$ cat src/rtl/ex_stage_mem_reg_if.sv
// Execute-stage bus: ID/EX bundle and MEM/WB write-back in, EX/MEM register and branch resolution out.
// The master side drives the ID/EX bundle; the slave side is the execute stage.
interface ex_stage_mem_reg_if #(parameter int XLEN = 32);
    logic [XLEN-1:0] pc_ID_EX;
    logic [XLEN-1:0] data1_ID_EX;
    logic [XLEN-1:0] data2_ID_EX;
    logic [XLEN-1:0] immVal_ID_EX;
    logic [4:0]      rs1_ID_EX;
    logic [4:0]      rs2_ID_EX;
    logic [4:0]      rd_ID_EX;
    logic [3:0]      aluControl_ID_EX;
    logic            regWrite_ID_EX;
    logic            branch_ID_EX;
    logic            jump_ID_EX;
    logic            BEQ_ID_EX;
    logic            BNE_ID_EX;
    logic            memRead_ID_EX;
    logic            memWrite_ID_EX;
    logic            memToReg_ID_EX;
    logic            aluSrc_ID_EX;
    logic            wbRegWrite;
    logic [4:0]      wbRd;
    logic [XLEN-1:0] wbData;
    logic [XLEN-1:0] aluResult_EX_MEM;
    logic [XLEN-1:0] writeData_EX_MEM;
    logic [4:0]      rd_EX_MEM;
    logic            regWrite_EX_MEM;
    logic            memRead_EX_MEM;
    logic            memWrite_EX_MEM;
    logic            memToReg_EX_MEM;
    logic            pcSrc_EX;
    logic [XLEN-1:0] branchTarget_EX;
    logic            ex_busy;

    modport master (
        output pc_ID_EX, data1_ID_EX, data2_ID_EX, immVal_ID_EX,
        output rs1_ID_EX, rs2_ID_EX, rd_ID_EX, aluControl_ID_EX,
        output regWrite_ID_EX, branch_ID_EX, jump_ID_EX, BEQ_ID_EX, BNE_ID_EX,
        output memRead_ID_EX, memWrite_ID_EX, memToReg_ID_EX, aluSrc_ID_EX,
        output wbRegWrite, wbRd, wbData,
        input  aluResult_EX_MEM, writeData_EX_MEM, rd_EX_MEM,
        input  regWrite_EX_MEM, memRead_EX_MEM, memWrite_EX_MEM, memToReg_EX_MEM,
        input  pcSrc_EX, branchTarget_EX, ex_busy
    );

    modport slave (
        input  pc_ID_EX, data1_ID_EX, data2_ID_EX, immVal_ID_EX,
        input  rs1_ID_EX, rs2_ID_EX, rd_ID_EX, aluControl_ID_EX,
        input  regWrite_ID_EX, branch_ID_EX, jump_ID_EX, BEQ_ID_EX, BNE_ID_EX,
        input  memRead_ID_EX, memWrite_ID_EX, memToReg_ID_EX, aluSrc_ID_EX,
        input  wbRegWrite, wbRd, wbData,
        output aluResult_EX_MEM, writeData_EX_MEM, rd_EX_MEM,
        output regWrite_EX_MEM, memRead_EX_MEM, memWrite_EX_MEM, memToReg_EX_MEM,
        output pcSrc_EX, branchTarget_EX, ex_busy
    );
endinterface

$ cat src/rtl/ex_stage_mem_reg.sv
// Execute stage with forwarding, ALU, branch resolution and the EX/MEM register.
// Latency: 1 cycle for single-cycle ops, 34 cycles for MUL (iterative shift-add).
// Backpressure: ex_busy holds IF/ID and ID/EX while a multiply is in flight; no other stall.
module ex_stage_mem_reg #(
    parameter int XLEN     = 32,
    parameter int MUL_ITER = 32
) (
    input  logic               clk,
    input  logic               reset,
    ex_stage_mem_reg_if.slave  bus
);
    localparam int CW = $clog2(MUL_ITER);
    localparam int SW = $clog2(XLEN);
    localparam logic [CW-1:0] CNT_LAST = CW'(MUL_ITER - 1);

    typedef enum logic [1:0] {IDLE, RUN, DONE} state_t;

    typedef struct packed {
        logic [XLEN-1:0] alu_result;
        logic [XLEN-1:0] write_data;
        logic [4:0]      rd;
        logic            reg_write;
        logic            mem_read;
        logic            mem_write;
        logic            mem_to_reg;
    } ex_mem_t;

    state_t          state_q, state_d;
    ex_mem_t         exm_q, exm_d, single_d;
    logic [XLEN-1:0] mcand_q, mplier_q, acc_q;
    logic [CW-1:0]   cnt_q;
    logic            mul_start, mul_step, busy;

    logic [XLEN-1:0] fwd_a, fwd_b, alu_b, alu_out, diff;
    logic            exm_fwd_ok, wb_fwd_ok, zero, taken, is_mul;

    // A load sitting in EX/MEM has no data yet, so it is never a forwarding source.
    assign exm_fwd_ok = exm_q.reg_write && !exm_q.mem_to_reg && (exm_q.rd != 5'd0);
    assign wb_fwd_ok  = bus.wbRegWrite && (bus.wbRd != 5'd0);

    assign fwd_a = (exm_fwd_ok && exm_q.rd == bus.rs1_ID_EX) ? exm_q.alu_result :
                   (wb_fwd_ok  && bus.wbRd == bus.rs1_ID_EX) ? bus.wbData : bus.data1_ID_EX;
    assign fwd_b = (exm_fwd_ok && exm_q.rd == bus.rs2_ID_EX) ? exm_q.alu_result :
                   (wb_fwd_ok  && bus.wbRd == bus.rs2_ID_EX) ? bus.wbData : bus.data2_ID_EX;
    assign alu_b = bus.aluSrc_ID_EX ? bus.immVal_ID_EX : fwd_b;

    assign diff   = fwd_a - fwd_b;
    assign zero   = (diff == '0);
    assign taken  = bus.jump_ID_EX
                  | (bus.branch_ID_EX & bus.BEQ_ID_EX & zero)
                  | (bus.branch_ID_EX & bus.BNE_ID_EX & ~zero);
    assign is_mul = (bus.aluControl_ID_EX == 4'd8);

    always_comb begin
        alu_out = '0;
        case (bus.aluControl_ID_EX)
            4'd0: alu_out = fwd_a + alu_b;
            4'd1: alu_out = fwd_a - alu_b;
            4'd2: alu_out = fwd_a & alu_b;
            4'd3: alu_out = fwd_a | alu_b;
            4'd4: alu_out = fwd_a ^ alu_b;
            4'd5: alu_out = {{(XLEN-1){1'b0}}, ($signed(fwd_a) < $signed(alu_b))};
            4'd6: alu_out = fwd_a << alu_b[SW-1:0];
            4'd7: alu_out = fwd_a >> alu_b[SW-1:0];
            default: alu_out = '0;
        endcase
    end

    always_comb begin
        single_d            = '0;
        single_d.alu_result = bus.jump_ID_EX ? (bus.pc_ID_EX + XLEN'(4)) : alu_out;
        single_d.write_data = fwd_b;
        single_d.rd         = bus.rd_ID_EX;
        single_d.reg_write  = bus.regWrite_ID_EX & ~bus.branch_ID_EX;
        single_d.mem_read   = bus.memRead_ID_EX  & ~bus.branch_ID_EX;
        single_d.mem_write  = bus.memWrite_ID_EX & ~bus.branch_ID_EX;
        single_d.mem_to_reg = bus.memToReg_ID_EX;
    end

    always_comb begin
        state_d   = state_q;
        exm_d     = single_d;
        busy      = 1'b0;
        mul_start = 1'b0;
        mul_step  = 1'b0;
        case (state_q)
            IDLE: begin
                if (is_mul) begin
                    busy      = 1'b1;
                    mul_start = 1'b1;
                    exm_d     = '0;
                    state_d   = RUN;
                end
            end
            RUN: begin
                busy     = 1'b1;
                mul_step = 1'b1;
                exm_d    = '0;
                if (cnt_q == CNT_LAST) state_d = DONE;
            end
            DONE: begin
                // The ID/EX bundle was held throughout, so rd/regWrite still belong to the MUL.
                exm_d            = '0;
                exm_d.alu_result = acc_q;
                exm_d.rd         = bus.rd_ID_EX;
                exm_d.reg_write  = bus.regWrite_ID_EX;
                state_d          = IDLE;
            end
            default: state_d = IDLE;
        endcase
    end

    always_ff @(posedge clk or negedge reset) begin
        if (!reset) begin
            state_q  <= IDLE;
            exm_q    <= '0;
            mcand_q  <= '0;
            mplier_q <= '0;
            acc_q    <= '0;
            cnt_q    <= '0;
        end else begin
            state_q <= state_d;
            exm_q   <= exm_d;
            if (mul_start) begin
                mcand_q  <= fwd_a;
                mplier_q <= alu_b;
                acc_q    <= '0;
                cnt_q    <= '0;
            end else if (mul_step) begin
                if (mplier_q[0]) acc_q <= acc_q + mcand_q;
                mcand_q  <= mcand_q << 1;
                mplier_q <= mplier_q >> 1;
                cnt_q    <= cnt_q + CW'(1);
            end
        end
    end

    assign bus.aluResult_EX_MEM = exm_q.alu_result;
    assign bus.writeData_EX_MEM = exm_q.write_data;
    assign bus.rd_EX_MEM        = exm_q.rd;
    assign bus.regWrite_EX_MEM  = exm_q.reg_write;
    assign bus.memRead_EX_MEM   = exm_q.mem_read;
    assign bus.memWrite_EX_MEM  = exm_q.mem_write;
    assign bus.memToReg_EX_MEM  = exm_q.mem_to_reg;
    assign bus.pcSrc_EX         = (state_q == IDLE) && !is_mul && taken;
    assign bus.branchTarget_EX  = bus.pc_ID_EX + bus.immVal_ID_EX;
    assign bus.ex_busy          = busy;
endmodule

$ cat src/flat_wrapper.sv
// flat-port wrapper written by rule: the top's interface ports become plain ports
module ex_stage_mem_reg_flat 
#(
    parameter int XLEN     = 32,
    parameter int MUL_ITER = 32
)
  (clk, reset, bus_pc_ID_EX, bus_data1_ID_EX, bus_data2_ID_EX, bus_immVal_ID_EX, bus_rs1_ID_EX, bus_rs2_ID_EX, bus_rd_ID_EX, bus_aluControl_ID_EX, bus_regWrite_ID_EX, bus_branch_ID_EX, bus_jump_ID_EX, bus_BEQ_ID_EX, bus_BNE_ID_EX, bus_memRead_ID_EX, bus_memWrite_ID_EX, bus_memToReg_ID_EX, bus_aluSrc_ID_EX, bus_wbRegWrite, bus_wbRd, bus_wbData, bus_aluResult_EX_MEM, bus_writeData_EX_MEM, bus_rd_EX_MEM, bus_regWrite_EX_MEM, bus_memRead_EX_MEM, bus_memWrite_EX_MEM, bus_memToReg_EX_MEM, bus_pcSrc_EX, bus_branchTarget_EX, bus_ex_busy);
  ex_stage_mem_reg_if #(.XLEN(XLEN)) bus_i ();
  input  logic clk;
  input  logic reset;
  input wire logic [$bits(bus_i.pc_ID_EX)-1:0] bus_pc_ID_EX;
  input wire logic [$bits(bus_i.data1_ID_EX)-1:0] bus_data1_ID_EX;
  input wire logic [$bits(bus_i.data2_ID_EX)-1:0] bus_data2_ID_EX;
  input wire logic [$bits(bus_i.immVal_ID_EX)-1:0] bus_immVal_ID_EX;
  input wire logic [$bits(bus_i.rs1_ID_EX)-1:0] bus_rs1_ID_EX;
  input wire logic [$bits(bus_i.rs2_ID_EX)-1:0] bus_rs2_ID_EX;
  input wire logic [$bits(bus_i.rd_ID_EX)-1:0] bus_rd_ID_EX;
  input wire logic [$bits(bus_i.aluControl_ID_EX)-1:0] bus_aluControl_ID_EX;
  input wire logic [$bits(bus_i.regWrite_ID_EX)-1:0] bus_regWrite_ID_EX;
  input wire logic [$bits(bus_i.branch_ID_EX)-1:0] bus_branch_ID_EX;
  input wire logic [$bits(bus_i.jump_ID_EX)-1:0] bus_jump_ID_EX;
  input wire logic [$bits(bus_i.BEQ_ID_EX)-1:0] bus_BEQ_ID_EX;
  input wire logic [$bits(bus_i.BNE_ID_EX)-1:0] bus_BNE_ID_EX;
  input wire logic [$bits(bus_i.memRead_ID_EX)-1:0] bus_memRead_ID_EX;
  input wire logic [$bits(bus_i.memWrite_ID_EX)-1:0] bus_memWrite_ID_EX;
  input wire logic [$bits(bus_i.memToReg_ID_EX)-1:0] bus_memToReg_ID_EX;
  input wire logic [$bits(bus_i.aluSrc_ID_EX)-1:0] bus_aluSrc_ID_EX;
  input wire logic [$bits(bus_i.wbRegWrite)-1:0] bus_wbRegWrite;
  input wire logic [$bits(bus_i.wbRd)-1:0] bus_wbRd;
  input wire logic [$bits(bus_i.wbData)-1:0] bus_wbData;
  output wire logic [$bits(bus_i.aluResult_EX_MEM)-1:0] bus_aluResult_EX_MEM;
  output wire logic [$bits(bus_i.writeData_EX_MEM)-1:0] bus_writeData_EX_MEM;
  output wire logic [$bits(bus_i.rd_EX_MEM)-1:0] bus_rd_EX_MEM;
  output wire logic [$bits(bus_i.regWrite_EX_MEM)-1:0] bus_regWrite_EX_MEM;
  output wire logic [$bits(bus_i.memRead_EX_MEM)-1:0] bus_memRead_EX_MEM;
  output wire logic [$bits(bus_i.memWrite_EX_MEM)-1:0] bus_memWrite_EX_MEM;
  output wire logic [$bits(bus_i.memToReg_EX_MEM)-1:0] bus_memToReg_EX_MEM;
  output wire logic [$bits(bus_i.pcSrc_EX)-1:0] bus_pcSrc_EX;
  output wire logic [$bits(bus_i.branchTarget_EX)-1:0] bus_branchTarget_EX;
  output wire logic [$bits(bus_i.ex_busy)-1:0] bus_ex_busy;
  assign bus_i.pc_ID_EX = bus_pc_ID_EX;
  assign bus_i.data1_ID_EX = bus_data1_ID_EX;
  assign bus_i.data2_ID_EX = bus_data2_ID_EX;
  assign bus_i.immVal_ID_EX = bus_immVal_ID_EX;
  assign bus_i.rs1_ID_EX = bus_rs1_ID_EX;
  assign bus_i.rs2_ID_EX = bus_rs2_ID_EX;
  assign bus_i.rd_ID_EX = bus_rd_ID_EX;
  assign bus_i.aluControl_ID_EX = bus_aluControl_ID_EX;
  assign bus_i.regWrite_ID_EX = bus_regWrite_ID_EX;
  assign bus_i.branch_ID_EX = bus_branch_ID_EX;
  assign bus_i.jump_ID_EX = bus_jump_ID_EX;
  assign bus_i.BEQ_ID_EX = bus_BEQ_ID_EX;
  assign bus_i.BNE_ID_EX = bus_BNE_ID_EX;
  assign bus_i.memRead_ID_EX = bus_memRead_ID_EX;
  assign bus_i.memWrite_ID_EX = bus_memWrite_ID_EX;
  assign bus_i.memToReg_ID_EX = bus_memToReg_ID_EX;
  assign bus_i.aluSrc_ID_EX = bus_aluSrc_ID_EX;
  assign bus_i.wbRegWrite = bus_wbRegWrite;
  assign bus_i.wbRd = bus_wbRd;
  assign bus_i.wbData = bus_wbData;
  assign bus_aluResult_EX_MEM = bus_i.aluResult_EX_MEM;
  assign bus_writeData_EX_MEM = bus_i.writeData_EX_MEM;
  assign bus_rd_EX_MEM = bus_i.rd_EX_MEM;
  assign bus_regWrite_EX_MEM = bus_i.regWrite_EX_MEM;
  assign bus_memRead_EX_MEM = bus_i.memRead_EX_MEM;
  assign bus_memWrite_EX_MEM = bus_i.memWrite_EX_MEM;
  assign bus_memToReg_EX_MEM = bus_i.memToReg_EX_MEM;
  assign bus_pcSrc_EX = bus_i.pcSrc_EX;
  assign bus_branchTarget_EX = bus_i.branchTarget_EX;
  assign bus_ex_busy = bus_i.ex_busy;
  ex_stage_mem_reg #(.XLEN(XLEN), .MUL_ITER(MUL_ITER)) u_core (.clk(clk), .reset(reset), .bus(bus_i));
endmodule
$ cat config.mk
export PLATFORM = sky130hd
export DESIGN_NAME = ex_stage_mem_reg_flat
export DESIGN_NICKNAME = d
export VERILOG_FILES = /design/src/rtl/ex_stage_mem_reg_if.sv /design/src/rtl/ex_stage_mem_reg.sv /design/src/flat_wrapper.sv
export SDC_FILE = /design/constraint.sdc
export NUM_CORES = 1
export LEC_CHECK = 0
export CAP_MARGIN = 30
export CORE_UTILIZATION = 55
export CTS_CLUSTER_DIAMETER = 60
export DETAILED_ROUTE_END_ITERATION = 6
export PLACE_DENSITY_LB_ADDON = 0.15
export SYNTH_ARGS = -nofsm -noshare
export SYNTH_HDL_FRONTEND = slang
export SYNTH_SLANG_ARGS = --single-unit
$ cat constraint.sdc
create_clock -name clk -period 7.5 [get_ports clk]
set_clock_uncertainty 0.1 [all_clocks]
set_input_delay 0.75 -clock clk [delete_from_list [all_inputs] [get_ports clk]]
set_output_delay 0.75 -clock clk [all_outputs]
set_load 0.005 [all_outputs]
* Word level (Yosys, flattened, before mapping)
Index checks and enable logic that the tools add are counted.
Operators by class: add/subtract/negate cells 7, magnitude comparators 1, shifts and indexed selects 2, bitwise logic cells 14, mux-type cells 25, divide/modulo/power cells 0, reduce and logical (&&, ||, !) cells 20, multiply operators 0, equality and inequality tests 17
Operator list (count):
- 2-to-1 mux 32 bit | 13
- one-hot mux 32 bit (8 select lines) | 1
- one-hot mux 73 bit (3 select lines) | 1
- adder 32 bit | 3
- 2-to-1 mux 73 bit | 1
- subtractor 32 bit | 2
- adder 32 x 3 -> 32 bit (second input constant) | 1
- AND 32 bit | 1
- zero test 32 bit | 1
- < comparator 32 bit | 1
- OR 32 bit | 1
- << shifter 32 x 5 -> 32 bit | 1
- >> shifter 32 x 5 -> 32 bit | 1
- bitwise XOR 32 bit | 1
- == test 5 bit | 4
- == test 4 x 3 -> 1 bit (second input constant) | 4
- 2-to-1 mux 5 bit | 2
- nonzero test 5 bit | 2
- logical AND 1 bit | 9
- == test 4 x 2 -> 1 bit (second input constant) | 2
- AND 1 bit | 7
- adder 5 x 1 -> 5 bit (second input constant) | 1
- == test 5 bit (second input constant) | 1
- == test 4 x 1 -> 1 bit (second input constant) | 1
- 15 further kinds | 24
Storage, ports and cells: output and inout port bits 107, word-level logic and storage cells 98, latch bits 0, bits in read-only memories 0, register bits after elaboration 176, memories kept 0, memory bits (writable) 0, input bits 196

* Depth between registers and ports, before layout
Gate-level depths: netlist (run 1).
word-level depth 11, gate-level depth with buffers 27, mapped depth without buffers 24

* Least setup slack after synthesis (run 1)
OpenSTA, ideal clock, no wires.
kind input to register, start in bus_wbRd[4], end reg u_core.exm_q (netlist bit u_core.bus.aluResult_EX_MEM[31]), path buffers 4, data required time 7.274 ns, setup time 0.126 ns, arrival 6.484 ns, slack 0.790 ns, cell stages on the path 26, cell sequence or4_4 -> o21ai_4 -> nor3_1 -> mux2i_1 -> o21ai_0 -> mux2_2 -> buf_1 -> clkbuf_1 -> clkbuf_1 -> buf_2 -> ha_1 -> o21bai_1 -> a21oi_1 -> nor3b_1 -> a211o_1 -> or4_1 -> a31o_2 -> a21oi_1 -> o41ai_1 -> a221o_1 -> a31oi_1 -> o41a_1 -> o22ai_1 -> o211ai_1 -> mux2i_1 -> a211oi_1
RTL lines:
- start, declared | line flat_wrapper.sv:29 | input wire logic [$bits(bus_i.wbRd)-1:0] bus_wbRd;
- end signal, assigned | line ex_stage_mem_reg.sv:123 | exm_q <= exm_d;
- end, declared | line ex_stage_mem_reg.sv:29 | ex_mem_t exm_q, exm_d, single_d;

* Worst setup path after layout (run 1)
start in bus_rs1_ID_EX[4], end out bus_pcSrc_EX
Between the ends: longest elaborated chain between the ends 10, elaborated cells on any way between the ends 14, classes of those cells 1 x add/sub; 2 x eq/ne; 2 x mux; 5 x bitwise; 4 x reduce/logical
Ends and longest elaborated chain:
- start, declared | line flat_wrapper.sv:15 | input wire logic [$bits(bus_i.rs1_ID_EX)-1:0] bus_rs1_ID_EX;
- == test 5 bit | line ex_stage_mem_reg.sv:42 | (wb_fwd_ok && bus.wbRd == bus.rs1_ID_EX) ? bus.wbData : bus.data1_ID_EX;
- logical AND 1 bit | line ex_stage_mem_reg.sv:42
- 2-to-1 mux 32 bit | line ex_stage_mem_reg.sv:42
- 2-to-1 mux 32 bit (*) | line ex_stage_mem_reg.sv:41 | assign fwd_a = (exm_fwd_ok && exm_q.rd == bus.rs1_ID_EX) ? exm_q.alu_result :
- subtractor 32 bit (*) | line ex_stage_mem_reg.sv:47 | assign diff = fwd_a - fwd_b;
- zero test 32 bit (*) | line ex_stage_mem_reg.sv:48 | assign zero = (diff == '0);
- AND 1 bit or inverter 1 bit (tied branches) | line ex_stage_mem_reg.sv:50, ex_stage_mem_reg.sv:51
- OR 1 bit or AND 1 bit (tied branches) | line ex_stage_mem_reg.sv:50, ex_stage_mem_reg.sv:51
- OR 1 bit (*) | line ex_stage_mem_reg.sv:51 | | (bus.branch_ID_EX & bus.BNE_ID_EX & ~zero);
- logical AND 1 bit (*) | line ex_stage_mem_reg.sv:145 | assign bus.pcSrc_EX = (state_q == IDLE) && !is_mul && taken;
- end, declared | line flat_wrapper.sv:38 | output wire logic [$bits(bus_i.pcSrc_EX)-1:0] bus_pcSrc_EX;
Every way passes the cells marked *; elsewhere a longest branch is shown, timed or not.

==> results of run 1 <==
==> critical path, delay by kind of cell <==
family                   cells  cell delay (ps)
adder cells (fa/ha/maj)      1              170
multiplexers                 2              440
AO/OA/AOI/OAI                8             1540
AND/OR/NAND/NOR              8             1590
XOR/XNOR                     1              150
buffers and inverters        6             1820
==> power groups by stage <==
| stage | combinational, uW | clock [uW] | sequential (uW) |
|---|---|---|---|
| 2_1_floorplan | 2220 | 0 | 1450 |
| 3_3_place_gp | 3270 | 0 | 1590 |
| 3_5_place_dp | 3410 | 0 | 1600 |
| 4_1_cts | 3440 | 898 | 1590 |
| 5_1_grt | 3830 | 926 | 1620 |
| 6_report | 3570 | 899 | 1620 |
==> final cells by class <==
class	instances	share of cell area
Timing Repair Buffer	439	0.156
Sequential cell	176	0.166
Tap cell	518	0.0245
Inverter	164	0.0233
Clock inverter	11	0.00402
Clock buffer	21	0.0170
Multi-Input combinational cell	2458	0.609
==> through the flow <==
| stage | setup TNS (ps) | std cells | util | power (uW) | worst slack, ps |
|---|---|---|---|---|---|
| 6_report | 0 | 3787 | 0.684 | 6080 | 158 |
| 5_1_grt | -74.0 | 3787 | 0.684 | 6380 | -74.0 |
| 4_1_cts | 0 | 3778 | 0.680 | 5920 | 58.5 |
| 3_5_place_dp | -247 | 3746 | 0.665 | 5010 | -247 |
| 3_3_place_gp | -272 | 3742 | 0.664 | 4860 | -272 |
| 2_1_floorplan | 0 | 2970 | - | 3670 | 790 |
==> per-layer routing <==
metal / GRT usage / vias to the layer above / routed length (um)
li1: - / 11300 / -
met1: 0.630 / 12200 / 38300
met2: 0.744 / 2106 / 43500
met3: 0.117 / 505 / 12600
met4: 0.369 / 6 / 9180
met5: 0 / - / 39
==> logic make-up after synthesis <==
kind of cell	count (synthesis)
compound gates	1045
xor+xnor	125
fa+ha+maj	209
buf+inv	336
flops	176
mux	130
simple gates	949
==> cell usage after synthesis (all sizes together) (12+ instances only) <==
library cell,number,area (um^2)
a2111oi,12,130
nand2,384,1440
a21boi,16,120
clkbuf,137,514
dfrtp,176,4400
a221oi,21,190
and3,25,156
o21ai,313,1580
nor2b,16,100
inv,163,614
buf,35,151
mux2i,124,1240
o31ai,17,128
a21oi,239,1210
o221ai,19,166
o211ai,52,395
nand2b,32,200
nor3,52,260
xnor2,79,692
a22o,16,140
a22oi,57,428
o21a,20,150
a211oi,26,208
xor2,46,403
a31oi,46,303
o21bai,24,180
a221o,13,130
nand3,75,375
and2,22,138
nor2,284,1070
nor4,14,130
a21o,53,398
ha,205,2560
o22ai,25,156
nand4,17,106
o2111ai,12,105
==> cell usage in the layout, fill, tap and decap left out, drive strengths merged, types with 53 or more instances in the layout <==
cell / synthesis / layout
a21o: 53 / 53
dfrtp: 176 / 176
inv: 163 / 166
buf: 35 / 137
xnor2: 79 / 79
clkdlybuf4s50: 0 / 295
ha: 205 / 205
a22oi: 57 / 57
mux2i: 124 / 124
nand3: 75 / 75
nor2: 284 / 284
nand2: 384 / 384
o21ai: 313 / 313
a21oi: 239 / 239
==> flip-flops by register name (all words and copies together), names as in the netlist <==
signal and flops:
u_core.bus.memRead_EX_MEM 1, u_core.cnt_q 5, u_core.mcand_q 32, u_core.bus.memWrite_EX_MEM 1
u_core.bus.rd_EX_MEM 5, u_core.bus.writeData_EX_MEM 32, u_core.bus.memToReg_EX_MEM 1, u_core.state_q 2
u_core.mplier_q 32, u_core.bus.regWrite_EX_MEM 1, u_core.bus.aluResult_EX_MEM 32, u_core.acc_q 32
==> timing repair <==
action | CTS | global route
pin swaps | 0 | 10
gates cloned | 0 | 0
endpoints found under the setup margin | 1 | 1
buffers inserted | 0 | 6
resized for setup | 5 | 20
==> path summary, 6_finish.rpt <==
path,slack (ps),start,to
min in group clk,390,u_core.mplier_q[5],u_core.mplier_q[5]
max in group asynchronous,6180,reset,u_core.mcand_q[10]
setup reg to reg,670,u_core.bus.memToReg_EX_MEM,u_core.bus.aluResult_EX_MEM[31]
hold / removal,50,reset,u_core.acc_q[5]
setup / recovery,160,bus_rs1_ID_EX[4],bus_pcSrc_EX
hold reg to reg,390,u_core.mplier_q[5],u_core.mplier_q[5]
==> flow_summary_export.csv, run 1 <==
group,metric,value,unit
floorplan,core_area,38700,um^2
timing,drv_slew,0,
timing,tightest_slew,1120,ps
power,cellLeakagePower,0.0115,uW
worst_setup_path,max_stage_delay,570,ps
power,clockPowerShare,0.148,
clock_network,cts.path.max_buffers,2,
cells_and_area,fill_cells,3325,
detailed_routing,num_vias,26100,
synthesis,synth_xor_xnor_area_share,0.0506,
clock_network,cts_hold_buf,0,
power,combPwrFrac,0.586,
floorplan,num_rows,72,
floorplan,start_util,0.559,
worst_hold_path,min_path_type,"in -> async",
cells_and_area,finalNetCount,3661,
status,status,"completed",
clock_network,numCtsBuffers,17,
detailed_routing,drc_errors,0,
synthesis,synth_compound_area_frac,0.311,
power,power.density,230,nW/um^2
placed_design,portBuffers,302,
worst_setup_path,r2r.worst_path.cells,24,
cells_and_area,multi_input_area,16100,um^2
synthesis,yosysSeqAreaShare,0.204,
synthesis,ys_warn_count,0,
clock_network,clockRootBuffer,"clkbuf_16",
global_routing,grt_max_degree,115,
global_routing,grt_overflow,0,
synthesis,syn_inst,2970,
synthesis,synth-seq-cells,176,
synthesis,syn_nets,3375,
clock_network,clkSinkCount,176,
global_routing,antenna_found_initial,4,
synthesis,syn-cell-area,21600,um^2
synthesis,synth_ff_type,"dfrtp_1",
synthesis,avgSynthCellArea,7.29,um^2
global_routing,grt_pass1_wl,152000,um
cells_and_area,diodes,0,
worst_setup_path,required,6650,ps
detailed_routing,drtIter0Drc,4122,
synthesis,async_reset_ff_frac,1.00,
timing,finalCritPeriodShare,0.979,
cells_and_area,register_area,4400,um^2
detailed_routing,viasPerCell,6.90,
clock_network,clkTransAtPathRegs,70,ps
power,p_sw,2910,uW
cells_and_area,final_area,26500,um^2
timing,period_needed,7340,ps
floorplan,dieArea,40100,um^2
detailed_routing,ant_nets,0,
synthesis,synthSimpleGateAreaFrac,0.193,
placed_design,dp_hpwl,80000,um
timing,hold_ws,48.0,ps
worst_setup_path,crit_top_cell,"buf_4",
synthesis,ys_types,89,
worst_setup_path,cpMaxStageDelayCell,"clkdlybuf4s50_1",
timing,maxSlewHeadroom,0.237,
detailed_routing,dr.pass1.iters,6,
job,cap_violations,0,
floorplan,fp.dieW,200,um
synthesis,synth_top_family_by_area,"compound AO/OA/AOI/OAI gates",
power,power.internal,3180,uW
placed_design,place_area,25700,um^2
global_routing,grt_usage,0.499,
synthesis,synthMuxAreaShare,0.0605,
clock_network,cts_tree,"done",
cells_and_area,syn2layout_area_growth,22.4,%
worst_setup_path,cp-start-kind,"input port",
synthesis,synth_edf_count,0,
cells_and_area,drive_gt1_frac,0.0716,
clock_network,clk-insertion-delay-late,470,ps
global_routing,first_global_vias,24400,
power,p_sw_frac,0.478,
timing,finalSetupViolations,0,
floorplan,ios,303,
timing,fmax,0.136,GHz
worst_setup_path,end_kind,"primary output",
worst_setup_path,worstPathArrival,6490,ps
power,peakVddDrop,0.387,mV
placed_design,place.gp.congestion,1.13,
detailed_routing,finalWirelength,104000,um
worst_setup_path,critPathKind,"in -> out",
floorplan,die_y,200,um
power,seq_power_share,0.266,
synthesis,synthAdderAreaFrac,0.122,
worst_setup_path,critPathMaxFanout,29,
timing,hold_violations,0,
clock_network,htreeDepth,4,
detailed_routing,wl_per_cell,27.4,um
No activity file was read; power rests on OpenSTA's default activity.
==> run 2, diff against run 1 <==
CORE_UTILIZATION = 57   (was 55)
CTS_CLUSTER_SIZE = 20   (was default)
==> run 2 against run 1 <==
The run now ends with DRC left. Via count increased by 0.85%. Worst hold slack got worse by 33 ps. Sequential cell count unchanged. Core utilization increased by 1.9 points. Critical path type unchanged.
==> flow_summary_export.csv, run 2 (synthesis gave the netlist of run 1 again) <==
group,metric,value,unit
clock_network,cts.path.max_buffers,2,
clock_network,cts_tree,"done",
worst_setup_path,critPathKind,"in -> out",
detailed_routing,dr.pass1.iters,7,
cells_and_area,most-common-layout-cells,"nand2_1, clkdlybuf4s50_1, o21ai_0",
power,power.density,230,nW/um^2
timing,finalCritPeriodShare,0.982,
placed_design,pre_cts_ws,-375,ps
status,violations,"DRC",
detailed_routing,num_vias,26400,
placed_design,place_area,25600,um^2
worst_setup_path,r2r_slack,660,ps
worst_setup_path,end_kind,"primary output",
cells_and_area,final_area,26300,um^2
detailed_routing,drtIter0Drc,3857,
worst_setup_path,critPathMaxFanout,7,
floorplan,num_rows,71,
worst_setup_path,max_stage_delay,490,ps
detailed_routing,wl_per_cell,27.2,um
timing,setup_slack,137,ps
floorplan,core_area,37500,um^2
floorplan,ios,303,
cells_and_area,final_common_cell,"nand2_1",
worst_setup_path,cpMaxStageDelayCell,"clkdlybuf4s50_1",
worst_hold_path,min_path_type,"in -> async",
cells_and_area,register_area,4410,um^2
detailed_routing,finalWirelength,102000,um
timing,fin_tns_setup,0,ps
clock_network,clkTransAtPathRegs,70,ps
global_routing,first_global_vias,24500,
worst_setup_path,crit_end,"bus_pcSrc_EX",
worst_setup_path,cp-start-kind,"input port",
worst_setup_path,rr_endpoint,"u_core.bus.aluResult_EX_MEM[29]",
worst_setup_path,required,6650,ps
timing,maxSlewHeadroom,0.187,
placed_design,portBuffers,302,
cells_and_area,multi_input_area,16100,um^2
placed_design,dp_hpwl,78000,um
placed_design,place.gp.congestion,1.19,
timing,tightest_slew,1190,ps
floorplan,die_y,197,um
clock_network,cts_hold_buf,0,
power,cellLeakagePower,0.0114,uW
worst_setup_path,critPathTopFamily,"compound AO/OA/AOI/OAI gates",
floorplan,start_util,0.577,
detailed_routing,viasPerCell,7.01,
floorplan,fp.dieW,197,um
cells_and_area,syn2layout_area_growth,21.7,%
clock_network,clockRootBuffer,"clkbuf_16",
worst_setup_path,crit_top_cell,"nor4_4",
timing,hold_ws,15.4,ps
global_routing,grt_max_degree,110,
worst_setup_path,r2r-start,"u_core.bus.memToReg_EX_MEM",
status,status,"finished, violations left",
timing,finalSetupViolations,0,
placed_design,placedCellCount,3722,
cells_and_area,finalNetCount,3642,
worst_setup_path,crit_cells,25,
global_routing,antenna_found_initial,4,
worst_setup_path,crit_buf_inv,4,
cells_and_area,drive_gt1_frac,0.0656,
worst_setup_path,r2r.worst_path.cells,23,
clock_network,clkSinkCount,176,
clock_network,numCtsBuffers,17,
job,cap_violations,0,
detailed_routing,drc_errors,2,
timing,drv_slew,0,
worst_setup_path,crit_start,"bus_wbRd[4]",
clock_network,clk-insertion-delay-late,470,ps
cells_and_area,fill_cells,3133,
timing,hold_violations,0,
timing,fmax,0.136,GHz
cells_and_area,finalNonFillerCells,3761,
worst_setup_path,worstPathArrival,6510,ps
detailed_routing,ant_nets,0,
floorplan,dieArea,38700,um^2
power,peakVddDrop,0.482,mV
global_routing,grt_overflow,0,
global_routing,grt_pass1_wl,151000,um
clock_network,htreeDepth,4,
timing,period_needed,7360,ps
global_routing,grt_usage,0.517,
## run 2: cell count changes in the layout (fill, tap and decap cells not counted), moves of 2 or more
| cell | delta |
|---|---|
| clkbuf_1 | -2 |
| clkinv_4 | -2 |
| clkbuf_4 | -2 |
| buf_4 | -17 |
| o21ai_1 | -2 |
| o21ai_0 | +2 |
| clkbuf_8 | +2 |
## run 2: repair_timing
| action | in CTS | in global routing |
|---|---|---|
| gates cloned | 1 | 0 |
| pin swaps | 1 | 8 |
| resized for setup | 7 | 12 |
| setup endpoints to repair | 1 | 1 |
| buffers inserted | 2 | 3 |
## run 2: worst min path at each step
| stage | start | to | slack, ps |
|---|---|---|---|
| 2_1_floorplan | reset | u_core.acc_q[0] | 350 |
| 3_3_place_gp | u_core.mplier_q[23] | u_core.mplier_q[23] | 360 |
| 3_5_place_dp | u_core.mplier_q[14] | u_core.mplier_q[14] | 370 |
| 4_1_cts | reset | u_core.acc_q[5] | 330 |
| 5_1_grt | reset | u_core.acc_q[5] | 2 |
| 6_report | reset | u_core.acc_q[5] | 20 |
## run 2: area by class of cell
cell class,count,share of cell area
clock buffers,21,0.0179
clock inverters,10,0.00285
well taps,511,0.0243
multi-input cells,2458,0.612
inverters,164,0.0235
diodes,1,0.0000950
flip-flops and latches,176,0.167
repair buffers,420,0.152
## run 2: per-stage QoR
| step | power, uW | utilization |
|---|---|---|
| finish | 6060 | 0.703 |
| global route | 6360 | 0.703 |
| floorplan | 3670 | - |
| detailed placement | 4990 | 0.683 |
| CTS | 5880 | 0.700 |
| global placement | 4820 | 0.683 |
## run 2: metal layers
| metal | global-route usage | up-vias | part of all wire |
|---|---|---|---|
| li1 | - | 11300 | - |
| met1 | 0.643 | 12200 | 0.36 |
| met2 | 0.754 | 2252 | 0.41 |
| met3 | 0.137 | 589 | 0.14 |
| met4 | 0.415 | 4 | 0.097 |
| met5 | 0 | - | 0.00024 |
## run 2: power by group
| part | internal [uW] | leakage, uW | total (uW) | switching (uW) |
|---|---|---|---|---|
| registers | 1250 | 0.00231 | 1590 | 339 |
| logic | 1440 | 0.00881 | 3590 | 2150 |
| clock network | 451 | 0.000259 | 880 | 428 |
| total | 3150 | 0.0114 | 6060 | 2920 |
